==> config.mk <==
export PLATFORM = sky130hd
export DESIGN_NAME = mem_port_arbiter
export DESIGN_NICKNAME = d
export VERILOG_FILES = /design/src/rtl/mem_port_arbiter.sv
export SDC_FILE = /design/constraint.sdc
export NUM_CORES = 1
export LEC_CHECK = 0
export ABC_AREA = 1
export BUFFER_PORTS_ARGS = -buffer_cell sky130_fd_sc_hd__buf_2
export CAP_MARGIN = 20
export CORE_AREA = 2 2 76 78
export CTS_CLUSTER_SIZE = 10
export DETAILED_ROUTE_END_ITERATION = 10
export DIE_AREA = 0 0 78 80
export GPL_TIMING_DRIVEN = 0
export MAX_ROUTING_LAYER = met4
export PLACE_DENSITY = 0.74
export SLEW_MARGIN = 10
export SYNTH_ARGS = -nofsm -noshare
export SYNTH_HDL_FRONTEND = slang
export SYNTH_SLANG_ARGS = --single-unit
==> constraint.sdc <==
create_clock -name clk -period 1.6 [get_ports clk]
set_input_delay 0.24 -clock clk [delete_from_list [all_inputs] [get_ports clk]]
set_output_delay 0.24 -clock clk [all_outputs]
set_load 0.005 [all_outputs]
==> src/rtl/mem_port_arbiter.sv <==
// mem_port_arbiter
// Shares one single-port synchronous RAM between instruction fetch (IF) and
// the load/store stage (MEM). Grants are combinational and same-cycle. MEM has
// priority, but a saturating starvation counter forces an IF win after
// STARVE_LIMIT consecutive IF losses. Read returns travel through an RD_LAT-deep
// {valid, owner} tag pipe so ram_rdata is routed to whoever issued the read.
// A branch flush squashes every in-flight IF read, including one granted in
// the flush cycle itself.

module mem_port_arbiter #(
    parameter int AW           = 9,
    parameter int DW           = 32,
    parameter int RD_LAT       = 1,
    parameter int STARVE_LIMIT = 3
) (
    input  logic          clk,
    input  logic          rst,

    input  logic          if_req,
    input  logic [AW-1:0] if_addr,
    input  logic          if_flush,
    output logic          if_gnt,
    output logic          if_rvalid,
    output logic [DW-1:0] if_rdata,

    input  logic          mem_req,
    input  logic          mem_we,
    input  logic [AW-1:0] mem_addr,
    input  logic [DW-1:0] mem_wdata,
    output logic          mem_gnt,
    output logic          mem_rvalid,
    output logic [DW-1:0] mem_rdata,

    output logic          ram_en,
    output logic          ram_we,
    output logic [AW-1:0] ram_addr,
    output logic [DW-1:0] ram_wdata,
    input  logic [DW-1:0] ram_rdata
);

    // Counter just wide enough to reach STARVE_LIMIT (at least one bit).
    localparam int            SW        = (STARVE_LIMIT > 0) ? $clog2(STARVE_LIMIT + 1) : 1;
    localparam logic [SW-1:0] LIMIT     = SW'(STARVE_LIMIT);
    localparam logic          OWN_IF    = 1'b0;
    localparam logic          OWN_MEM   = 1'b1;
    localparam int            LAST      = RD_LAT - 1;

    logic [SW-1:0]     starve_q;
    logic [SW-1:0]     starve_d;
    logic [RD_LAT-1:0] vld_q;
    logic [RD_LAT-1:0] vld_d;
    logic [RD_LAT-1:0] own_q;
    logic [RD_LAT-1:0] own_d;

    logic              force_if_s;
    logic              if_win_s;
    logic              mem_win_s;
    logic              ram_we_s;
    logic [AW-1:0]     ram_addr_s;
    logic [DW-1:0]     ram_wdata_s;

    // IF is forced to win only when the limit is enabled and has been reached.
    assign force_if_s = (STARVE_LIMIT != 0) && (starve_q == LIMIT);

    // Grant decision: MEM priority with starvation override; nothing while in reset.
    always_comb begin
        if_win_s  = 1'b0;
        mem_win_s = 1'b0;
        if (!rst) begin
            if_win_s  = 1'b0;
            mem_win_s = 1'b0;
        end else if (if_req && mem_req) begin
            if (force_if_s) begin
                if_win_s = 1'b1;
            end else begin
                mem_win_s = 1'b1;
            end
        end else if (if_req) begin
            if_win_s = 1'b1;
        end else if (mem_req) begin
            mem_win_s = 1'b1;
        end else begin
            if_win_s  = 1'b0;
            mem_win_s = 1'b0;
        end
    end

    // RAM command mux from the winner; idle bus is all zeros.
    always_comb begin
        ram_we_s    = 1'b0;
        ram_addr_s  = '0;
        ram_wdata_s = '0;
        if (if_win_s) begin
            ram_addr_s = if_addr;
        end else if (mem_win_s) begin
            ram_we_s    = mem_we;
            ram_addr_s  = mem_addr;
            ram_wdata_s = mem_wdata;
        end else begin
            ram_we_s    = 1'b0;
        end
    end

    // Starvation counter: reset by an IF win or IF idle, counts IF losses to MEM.
    always_comb begin
        starve_d = starve_q;
        if (!if_req || if_win_s) begin
            starve_d = '0;
        end else if (mem_win_s && (starve_q != LIMIT)) begin
            starve_d = starve_q + SW'(1);
        end else begin
            starve_d = starve_q;
        end
    end

    // Tag pipe next state: shift, load the new read, then apply the IF flush.
    always_comb begin
        vld_d    = '0;
        own_d    = '0;
        vld_d[0] = if_win_s | (mem_win_s & ~mem_we);
        own_d[0] = mem_win_s ? OWN_MEM : OWN_IF;
        for (int i = 1; i < RD_LAT; i++) begin
            vld_d[i] = vld_q[i-1];
            own_d[i] = own_q[i-1];
        end
        if (if_flush) begin
            for (int i = 0; i < RD_LAT; i++) begin
                if (own_d[i] == OWN_IF) begin
                    vld_d[i] = 1'b0;
                end else begin
                    vld_d[i] = vld_d[i];
                end
            end
        end else begin
            vld_d = vld_d;
        end
    end

    // State registers: starvation counter and return tag pipe.
    always_ff @(posedge clk or negedge rst) begin
        if (!rst) begin
            starve_q <= '0;
            vld_q    <= '0;
            own_q    <= '0;
        end else begin
            starve_q <= starve_d;
            vld_q    <= vld_d;
            own_q    <= own_d;
        end
    end

    assign if_gnt     = if_win_s;
    assign mem_gnt    = mem_win_s;
    assign ram_en     = if_win_s | mem_win_s;
    assign ram_we     = ram_we_s;
    assign ram_addr   = ram_addr_s;
    assign ram_wdata  = ram_wdata_s;

    assign if_rvalid  = vld_q[LAST] & (own_q[LAST] == OWN_IF);
    assign mem_rvalid = vld_q[LAST] & (own_q[LAST] == OWN_MEM);
    assign if_rdata   = ram_rdata;
    assign mem_rdata  = ram_rdata;

endmodule
==> metrics.md, run 1 <==
| Metric | Value |
|---|---|
| WHS | `274 ps` |
| Sequential area share after synthesis | `0.0861` |
| First-pass DRT Iterations | `5` |
| Number of fill cells | `562` |
| Share of cells above drive strength 1 | `0.723` |
| WP data arrival | `1520 ps` |
| Number of failing setup endpoints in the final timing report | `44` |
| Distinct cells, synth | `14` |
| Routed Antenna Nets | `0` |
| Max Cap Violations | `0` |
| Number of cells after detailed placement | `435` |
| # DRC | `0` |
| Worst Path Max Fanout | `10` |
| Port Buffers | `166` |
| Initial antenna violation count | `0` |
| Crit path capture type | `output port` |
| Slowest Stage Delay on Critical Path | `410 ps` |
| Routed vias | `1,715` |
| Critical Path RT | `1360 ps` |
| Synth Instances | `197` |
| Clk buf depth | `2` |
| #FFs+latches synth | `4` |
| Post-Syn Area | `1160 um^2` |
| Failing checks | `setup timing` |
| Maximum vdd drop | `168 uV` |
| Overall die height | `80 um` |
| Commonest non-fill, non-tap cells in the layout | `buf_2, buf_4, inv_1, nand2_1, nor2_1` |
| Total Routing Usage GR | `0.118` |
| Worst path cell trace | `ha_2 -> a21oi_4 -> nand2_8 -> buf_8 -> nor2_1 -> buf_2` |
| DIE WIDTH | `78 um` |
| Worst Setup Start Kind | `flip-flop` |
| Layout area overhead | `100%` |
| Final HPWL DP | `3.45 mm` |
| Core Area | `5410 um^2` |
| Finished Cell Area | `2330 um^2` |
| DIE AREA | `6240 um^2` |
| Largest net degree at the start of global routing | `12` |
| Commonest non-fill, non-tap cell in the layout | `buf_2` |
| Fin cells | `451` |
| Top Ports | `199` |
| Avg Inst Size Synth | `5.90 um^2` |
| Critical path class | `reg2out` |
| P per Cell Area | `348 nW/um^2` |
| Initial drt markers | `34` |
| Post-Route WL | `4.19 mm` |
| Register clock-pin slew on the reported worst setup and hold paths | `30 ps` |
| Hold Violations, Final | `0` |
| Status | `complete, but fails checks` |
| Slew margin rel. | `0.855` |
| Syn Nets | `287` |
| Lkg Pwr | `0.00164 uW` |
| Antenna cells | `0` |
| Starting Density | `0.215` |
| Upper clock frequency limit | `568 MHz` |
| Final worst slack | `-162 ps` |
| Placed cell areas | `2080 um^2` |
| Site row count | `27` |
| Clock root buffer master | `clkbuf_8` |
| Clock sink count | `4` |
| CTS Buf Count | `3` |
| Nets | `471` |
| # H-tree levels | `1` |
| Fin. max-slew vios | `0` |
| TritonCTS clock tree | `yes` |
| Vias in the first global route | `1,490` |
| Clock insertion delay at the later pin of the skew report | `210 ps` |
| RSZ-0062 raised after global routing | `yes` |
| Fin crit share | `1.10` |
| Vias/cell | `3.80` |
| Max stage delay cell, worst path | `dfrtp_1` |
| Wire per inst | `9.29 um` |
| Synth warn | `0` |
| Total global routing overflow | `0` |
| Post-layout min period | `1760 ps` |
| Setup Skew | `1.40 ps` |
| Slew @ Worst Pin | `216 ps` |
| First-pass GRT wire length | `6.01 mm` |
| GPL Wtd Cong | `0.713` |
| Worst hold path class | `in2reg` |
-- cells in the mapped netlist, drive strengths merged --
library cell / number / area, um^2
clkinv: 1 / 3.75
inv: 40 / 150
a21oi: 1 / 8.76
nand2: 32 / 135
buf: 69 / 529
nand3: 13 / 65.1
nor2: 34 / 138
dfrtp: 4 / 100
ha: 2 / 25.0
nand3b: 1 / 7.51
-- cell type report --
cell class	count	area, um^2	share of cell area
Inverter	41	166	0.0714
Buffer	69	541	0.232
Timing Repair inverter	1	8.76	0.00376
Timing Repair Buffer	178	945	0.405
Tap cell	72	90.1	0.0387
Sequential cell	4	100	0.0430
Clock buffer	3	41.3	0.0177
Multi-Input combinational cell	83	438	0.188
-- repair_timing --
item,in CTS,in global routing
cloned,0,1
setup endpoints to repair,45,45
setup buffers,9,2
resized for setup,22,8
pin swaps,7,2
hold buffers,1,0
hold endpoints to repair,4,0
-- per-stage QoR --
step / TNS, ps / utilization / setup slack, ps / power [uW]
after floorplan: 0 / - / 209 / 348
after global placement: -75.0 / 0.385 / -24.7 / 553
after detailed placement: -444 / 0.385 / -58.1 / 560
after CTS: -4990 / 0.422 / -147 / 809
after global routing: -9080 / 0.431 / -241 / 876
final: -5920 / 0.431 / -162 / 811
-- metal layers --
metal / wire (um) / track usage
met1: 1390 / 0.106
met2: 2370 / 0.252
met3: 405 / 0.0181
met4: 27 / 0.0316
met5: 0 / -
-- critical path, delay by kind of cell (launching register included) --
family          cells  cell delay [ps]
compound gates      1              240
buf+inv             2              270
flops               1              410
simple gates        2              180
fa+ha+maj           1              210
-- kinds of logic (layout without fill, tap and decap cells) --
logic type / after synthesis / after routing / share of synthesized area
AND/OR/NAND/NOR: 80 / 80 / 0.297
buffers and inverters: 110 / 292 / 0.588
AO/OA/AOI/OAI: 1 / 1 / 0.00754
flip-flops: 4 / 4 / 0.0861
adder cells (fa/ha/maj): 2 / 2 / 0.0215
-- report_power, final --
group | internal, uW | total [uW] | switching (uW)
clock network | 160 | 206 | 46.5
registers | 108 | 114 | 5.44
logic | 302 | 491 | 189
total | 570 | 811 | 241
-- state kept, by name, indices dropped and copies added (netlist names) --
signal    cells
own_q         1
vld_q         1
starve_q      2
-- path summary, 6_finish.rpt --
path | startpoint | to | slack (ps) | depth (start not counted)
worst min register to register | starve_q[1] | starve_q[1] | 590 | 2
worst max-delay path | starve_q[1] | ram_wdata[29] | -160 | 6
worst min-delay path | if_flush | vld_q | 270 | 4
min in group asynchronous | rst | vld_q | 440 | 2
max in group asynchronous | rst | starve_q[0] | 1000 | 2
worst max register to register | starve_q[1] | starve_q[0] | 170 | 9
Note: power is estimated with default switching activity, not from simulation.
==> inputs of run 2 (changes only) <==
Settings changed: ABC_AREA 1 to not set, CORE_AREA 2 2 76 78 to 2 2 78 80, DIE_AREA 0 0 78 80 to 0 0 80 82, PLACE_DENSITY 0.74 to 0.69.
==> metrics.md, run 2 <==
| Metric | Value |
|---|---|
| Final worst slack | `-242 ps (-80.5 ps)` |
| Sw Ratio | `0.272 (-0.0247)` |
| Vias in the first global route | `1,209 (-19%)` |
| Worst Path Max Fanout | `10 (unchanged)` |
| Number of failing setup endpoints in the final timing report | `43 (-2.3%)` |
| Slew margin rel. | `0.845 (-0.0100)` |
| Post-Route WL | `4.15 mm (-1.0%)` |
| Clock sink count | `4 (unchanged)` |
| Distinct cells, synth | `18 (+4)` |
| P per Cell Area | `362 nW/um^2 (+4.0%)` |
| Met3 wire length | `582 um (+44%)` |
| Synth Instances | `138 (-30%)` |
| Core Area | `5750 um^2 (+6.3%)` |
| Starting Density | `0.184 (-0.0306)` |
| Post-Syn Area | `1060 um^2 (-8.8%)` |
| GPL Wtd Cong | `0.697 (-2.3%)` |
| Share of cells above drive strength 1 | `0.815 (+0.0917)` |
| Vias/cell | `3.70 (-2.7%)` |
| Total global routing overflow | `0 (unchanged)` |
| WL met2 | `2.17 mm (-8.5%)` |
| Lkg Pwr | `0.00137 uW (-16%)` |
| Initial antenna violation count | `0 (unchanged)` |
| Top Registers | `starve_q (2), own_q (1), vld_q (1)` |
| Post-synth EDFFs | `0 (unchanged)` |
| Critical path class | `reg2out` |
| Clock root buffer master | `clkbuf_8` |
| Largest register by flop count | `starve_q` |
| Top Ports | `199 (unchanged)` |
| TritonCTS clock tree | `yes` |
| Setup Skew | `2.65 ps (+1.25 ps)` |
| Site row count | `28 (+3.7%)` |
| Antenna cells | `0 (unchanged)` |
| Synth Flop Type | `dfrtp_1` |
| #FFs+latches synth | `4 (unchanged)` |
| Avg Inst Size Synth | `7.68 um^2 (+30%)` |
| Fin crit share | `1.15 (+0.0503)` |
| Clk buf depth | `2 (unchanged)` |
| Maximum vdd drop | `177 uV (+5.2%)` |
| Nets | `405 (-14%)` |
| Largest net degree at the start of global routing | `11 (-1)` |
| Worst hold path class | `in2reg` |
| Port Buffers | `166 (unchanged)` |
| Layout area overhead | `104%` |
| Sequential area share after synthesis | `0.0945 (+0.00834)` |
| Clk pwr share | `0.278 (+0.024)` |
| Most common cell in the synthesized netlist | `buf_4` |
| Final HPWL DP | `3.52 mm (+2.3%)` |
| DIE AREA | `6560 um^2 (+5.1%)` |
| FF-to-FF Start | `starve_q[0]` |
| Power share of the combinational group | `0.581 (-0.024)` |
| R2r worst-path depth | `5 (-4)` |
| Met1 wire length | `1.39 mm (about the same)` |
| Status | `complete, but fails checks` |
| DIE WIDTH | `80 um (+2.6%)` |
| Crit path capture type | `output port` |
| CTS Buf Count | `3 (unchanged)` |
| Commonest non-fill, non-tap cell in the layout | `buf_2` |
| Total Routing Usage GR | `0.103 (-0.0150)` |
| Clock insertion delay at the later pin of the skew report | `220 ps (about the same)` |
| Synth top area share | `0.453 (+0.0271)` |
| Critical Path RT | `1360 ps (about the same)` |
| Hold Violations, Final | `0 (unchanged)` |
| Post-layout min period | `1840 ps (+80.5 ps)` |
| Initial drt markers | `9 (-74%)` |
| Max reg flops | `2 (unchanged)` |
| Wire per inst | `10.7 um (+15%)` |
| Fin. max-slew vios | `0 (unchanged)` |
| Util after Layout | `0.376 (-0.0551)` |
| Switch Pwr | `213 uW (-12%)` |
| Slew @ Worst Pin | `231 ps (+14.7 ps)` |
| Commonest cells post-synth | `buf_4, and2_1, a22o_1, buf_6, dfrtp_1` |
| Number of fill cells | `616 (+9.6%)` |
| Failing checks | `setup timing` |
| Leading area contributor after synthesis | `buf_4` |
| WP data arrival | `1600 ps (+80 ps)` |
| Routed vias | `1,436 (-16%)` |
| First-pass GRT wire length | `5.16 mm (-14%)` |
| Syn Nets | `228 (-21%)` |
| Synth area leaders | `buf_4, and2_1, dfrtp_1` |
| Reg2reg end | `vld_q` |
| Overall die height | `82 um (+2.5%)` |
| Commonest non-fill, non-tap cells in the layout | `buf_2, buf_4, and2_1, buf_6, a22o_1` |
| Worst hold start | `mem_we` |
| First-pass DRT Iterations | `3 (-2)` |
| Routed Antenna Nets | `0 (unchanged)` |
| RSZ-0062 raised after global routing | `yes` |
| Max Used Layer | `met4` |
| Internal | `569 uW (-0.22%)` |
| # H-tree levels | `1 (unchanged)` |
| Register clock-pin slew on the reported worst setup and hold paths | `30 ps (about the same)` |
| Worst Setup Start Kind | `flip-flop` |
| Worst slack, placed | `-79.0 ps (-20.9 ps)` |
| Flop-to-flop setup slack | `360 ps (+190 ps)` |
| Hold depth | `2 (-2)` |
| # DRC | `0 (unchanged)` |
| Hold Path Sink | `vld_q` |
| Flop pwr share | `0.140 (about the same)` |
| Synth warn | `0 (unchanged)` |
| Asr flop ratio synth | `1.00 (unchanged)` |
| Max Cap Violations | `0 (unchanged)` |
| Upper clock frequency limit | `543 MHz (-4.4%)` |
run 2: power by group through the flow:
| stage | Clock [uW] | Sequential [uW] | Combinational, uW |
|---|---|---|---|
| after floorplan | 0 | 110 | 215 |
| after global placement | 0 | 111 | 421 |
| after detailed placement | 0 | 111 | 426 |
| after CTS | 225 | 110 | 449 |
| after global routing | 233 | 110 | 499 |
| final | 218 | 110 | 454 |
run 2: per-stage QoR:
stage | instance area, um^2 | setup TNS [ps] | std cells | hold slack [ps] | total power (uW)
final | 2160 | -9420 | 388 | 265 | 782
after global routing | 2160 | -13700 | 388 | 270 | 842
after CTS | 2110 | -10270 | 386 | 272 | 783
after detailed placement | 1980 | -2340 | 379 | 102 | 537
after global placement | 1980 | -1490 | 379 | 90.6 | 532
after floorplan | 1060 | 0 | 138 | -55.6 | 326
run 2: worst max path at each step:
stage / start / end / cells past startpoint / slack, ps
2_1_floorplan: starve_q[0] / ram_wdata[28] / 6 / 130
3_3_place_gp: starve_q[0] / ram_addr[2] / 6 / -60
3_5_place_dp: starve_q[0] / ram_addr[2] / 7 / -80
4_1_cts: starve_q[0] / ram_addr[2] / 7 / -270
5_1_grt: starve_q[1] / ram_addr[5] / 7 / -350
6_report: starve_q[0] / ram_wdata[6] / 7 / -240
run 2: cell type report:
class                           count  area [um^2]  area share
Tap cell                           75         93.8      0.0435
Sequential cell                     4          100      0.0463
Multi-Input combinational cell     61          445       0.206
Timing Repair inverter              1         6.26     0.00290
Timing Repair Buffer              171          912       0.422
Buffer                             69          541       0.250
Inverter                            4         20.0     0.00927
Clock buffer                        3         41.3      0.0191
run 2: per-layer routing:
layer / vias up / GRT usage
met1: 607 / 0.0940
met4: 0 / 0.0153
li1: 724 / -
met5: - / -
met3: 2 / 0.0440
met2: 103 / 0.203
run 2: repair_timing:
action / CTS / global route
setup endpoints to repair: 44 / 44
buffers inserted: 2 / 1
cloned: 1 / 1
hold buffers: 1 / 0
pin swaps: 5 / 2
endpoints found under the hold margin: 4 / 0
gates resized for setup: 14 / 9
run 2: cell families after synthesis:
group	Yosys count	synth area share
adders and majority gates	2	0.0236
and+or+nand+nor	45	0.257
DFF	4	0.0945
buffers and inverters	73	0.521
AOI/OAI and AO/OA	14	0.104
run 2: worst max-delay path: stages, from the launching register on:
cell and delay (ps):
dfrtp_1 390, ha_2 190, o21ai_1 110, and3_1 180
buf_6 140, buf_6 120, and2_1 130, buf_2 120
==> inputs of run 3 (changes only) <==
Settings changed: CORE_AREA 2 2 78 80 to 2 2 76 78, DIE_AREA 0 0 80 82 to 0 0 78 80, PLACE_DENSITY 0.69 to 0.74.
Clock period 1.6 ns to 1.5 ns, I/O delays scaled along.
==> metrics.md, run 3 (same netlist as run 2, synthesis figures left out) <==
| Metric | Value |
|---|---|
| Critical Path RT | `1270 ps (-90 ps)` |
| Initial drt markers | `15 (+6)` |
| Clock insertion delay at the later pin of the skew report | `210 ps (about the same)` |
| WHS | `227 ps (-38.0 ps)` |
| Worst hold path class | `in2reg` |
| Total global routing overflow | `0 (unchanged)` |
| First-pass GRT wire length | `5.74 mm (+11%)` |
| Post-layout min period | `1840 ps` |
| Status | `complete, but fails checks` |
| Routed Antenna Nets | `0 (unchanged)` |
| Vias in the first global route | `1,302 (+7.7%)` |
| Critical path class | `reg2out` |
| Setup tns final | `-13,200 ps (-3780 ps)` |
| Share of cells above drive strength 1 | `0.812 (-0.00319)` |
| Number of fill cells | `561 (-8.9%)` |
| Clock root buffer master | `clkbuf_8` |
| Crit path capture type | `output port` |
| Site row count | `27 (-3.6%)` |
| # DRC | `0 (unchanged)` |
| Slew @ Worst Pin | `205 ps (-26.2 ps)` |
| RSZ-0062 raised after global routing | `yes` |
| Fin crit share | `1.22` |
| Number of cells after detailed placement | `376 (-0.79%)` |
| Total Routing Usage GR | `0.119 (+0.0164)` |
| Seq. cell area | `100 um^2 (unchanged)` |
| Top Registers | `starve_q (2), own_q (1), vld_q (1)` |
| Lkg Pwr | `0.00137 uW (-0.13%)` |
| Max reg flops | `2 (unchanged)` |
| Nets | `405 (unchanged)` |
| Core Area | `5410 um^2 (-5.9%)` |
| Slew margin rel. | `0.863 (+0.0175)` |
| Hold Violations, Final | `0 (unchanged)` |
| Largest net degree at the start of global routing | `11 (unchanged)` |
| Fin cells | `385 (-0.77%)` |
| Antenna cells | `0 (unchanged)` |
| Overall die height | `80 um (-2.4%)` |
| Initial antenna violation count | `0 (unchanged)` |
| Commonest non-fill, non-tap cells in the layout | `buf_2, buf_4, and2_1, buf_6, a22o_1` |
| GPL Wtd Cong | `0.712 (+2.2%)` |
| Footprint of the multi-input gates | `448 um^2 (+0.56%)` |
| First-pass DRT Iterations | `2 (-1)` |
| Upper clock frequency limit | `544 MHz` |
| Clk buf depth | `2 (unchanged)` |
| Failing checks | `setup timing` |
| Number of failing setup endpoints in the final timing report | `44 (+2.3%)` |
| Largest register by flop count | `starve_q` |
| Worst Setup Start Kind | `flip-flop` |
| Top Ports | `199 (unchanged)` |
| Vias/cell | `3.80 (+2.6%)` |
| DIE AREA | `6240 um^2 (-4.9%)` |
| Wire per inst | `11.2 um (+4.3%)` |
| # H-tree levels | `1 (unchanged)` |
| Post-Route WL | `4.29 mm (+3.5%)` |
| P per Cell Area | `382 nW/um^2 (+5.6%)` |
| Flop-to-flop setup slack | `140 ps (-220 ps)` |
| Worst Path Max Fanout | `6 (-4)` |
| Layout area overhead | `103%` |
| Final worst slack | `-337 ps (-94.7 ps)` |
| Final HPWL DP | `3.69 mm (+4.7%)` |
| Fin. max-slew vios | `0 (unchanged)` |
| Commonest non-fill, non-tap cell in the layout | `buf_2` |
| TritonCTS clock tree | `yes` |
| Register clock-pin slew on the reported worst setup and hold paths | `30 ps (about the same)` |
| Routed vias | `1,462 (+1.8%)` |
| WP data arrival | `1610 ps (about the same)` |
| Clock sink count | `4 (unchanged)` |
| Starting Density | `0.196 (+0.0116)` |
| CTS Buf Count | `3 (unchanged)` |
| Port Buffers | `166 (unchanged)` |
| Setup Skew | `1.50 ps (-1.14 ps)` |
| Max Cap Violations | `0 (unchanged)` |
| Maximum vdd drop | `400 uV (+130%)` |
| DIE WIDTH | `78 um (-2.5%)` |
## run 3: per-layer routing
metal / part of all wire / vias up / wire [um] / GRT usage
li1: - / 723 / - / -
met1: 0.33 / 630 / 1400 / 0.107
met2: 0.51 / 109 / 2200 / 0.226
met3: 0.16 / 0 / 698 / 0.0701
met4: 0 / 0 / 0 / 0.0105
met5: 0 / - / 0 / -
## run 3: power by group
part	switching, uW	internal, uW
clock	50.4	171
sequential	3.37	114
combinational	164	320
## run 3: critical path: stages, from the launching register on
cell	delay, ps
dfrtp_1	400
ha_2	200
o21ai_1	110
and3_1	170
buf_6	140
buf_2	140
and2_1	120
buf_2	120
## run 3: worst paths after layout
kind	from	end	cells past startpoint
max reg2reg	starve_q[0]	starve_q[0]	6
min in group asynchronous	rst	own_q	2
max in group asynchronous	rst	starve_q[0]	2
min reg2reg	starve_q[1]	starve_q[1]	3
min	mem_we	vld_q	2
max	starve_q[0]	ram_wdata[4]	7
## run 3: repair_timing
action	4_1_cts	5_1_grt
setup endpoints to repair	44	45
cloned	1	0
hold buffers	1	0
pin swaps	7	0
gates resized for setup	17	4
hold endpoints to repair	4	0
buffers inserted	1	3
## run 3: per-stage QoR
step	cell area, um^2	setup WS (ps)	power (uW)	util
after global routing	2150	-404	886	0.398
after global placement	1980	-157	568	0.366
after detailed placement	1980	-192	576	0.366
after floorplan	1060	48.0	347	-
final	2150	-337	823	0.398
after CTS	2110	-363	831	0.390
## run 3: area by class of cell
cell class                 count  area share
multi-input combinational     61       0.208
inverter                       4     0.00930
buffer                        69       0.251
timing repair buffer         172       0.424
tap                           72      0.0418
clock buffer                   3      0.0192
sequential                     4      0.0465
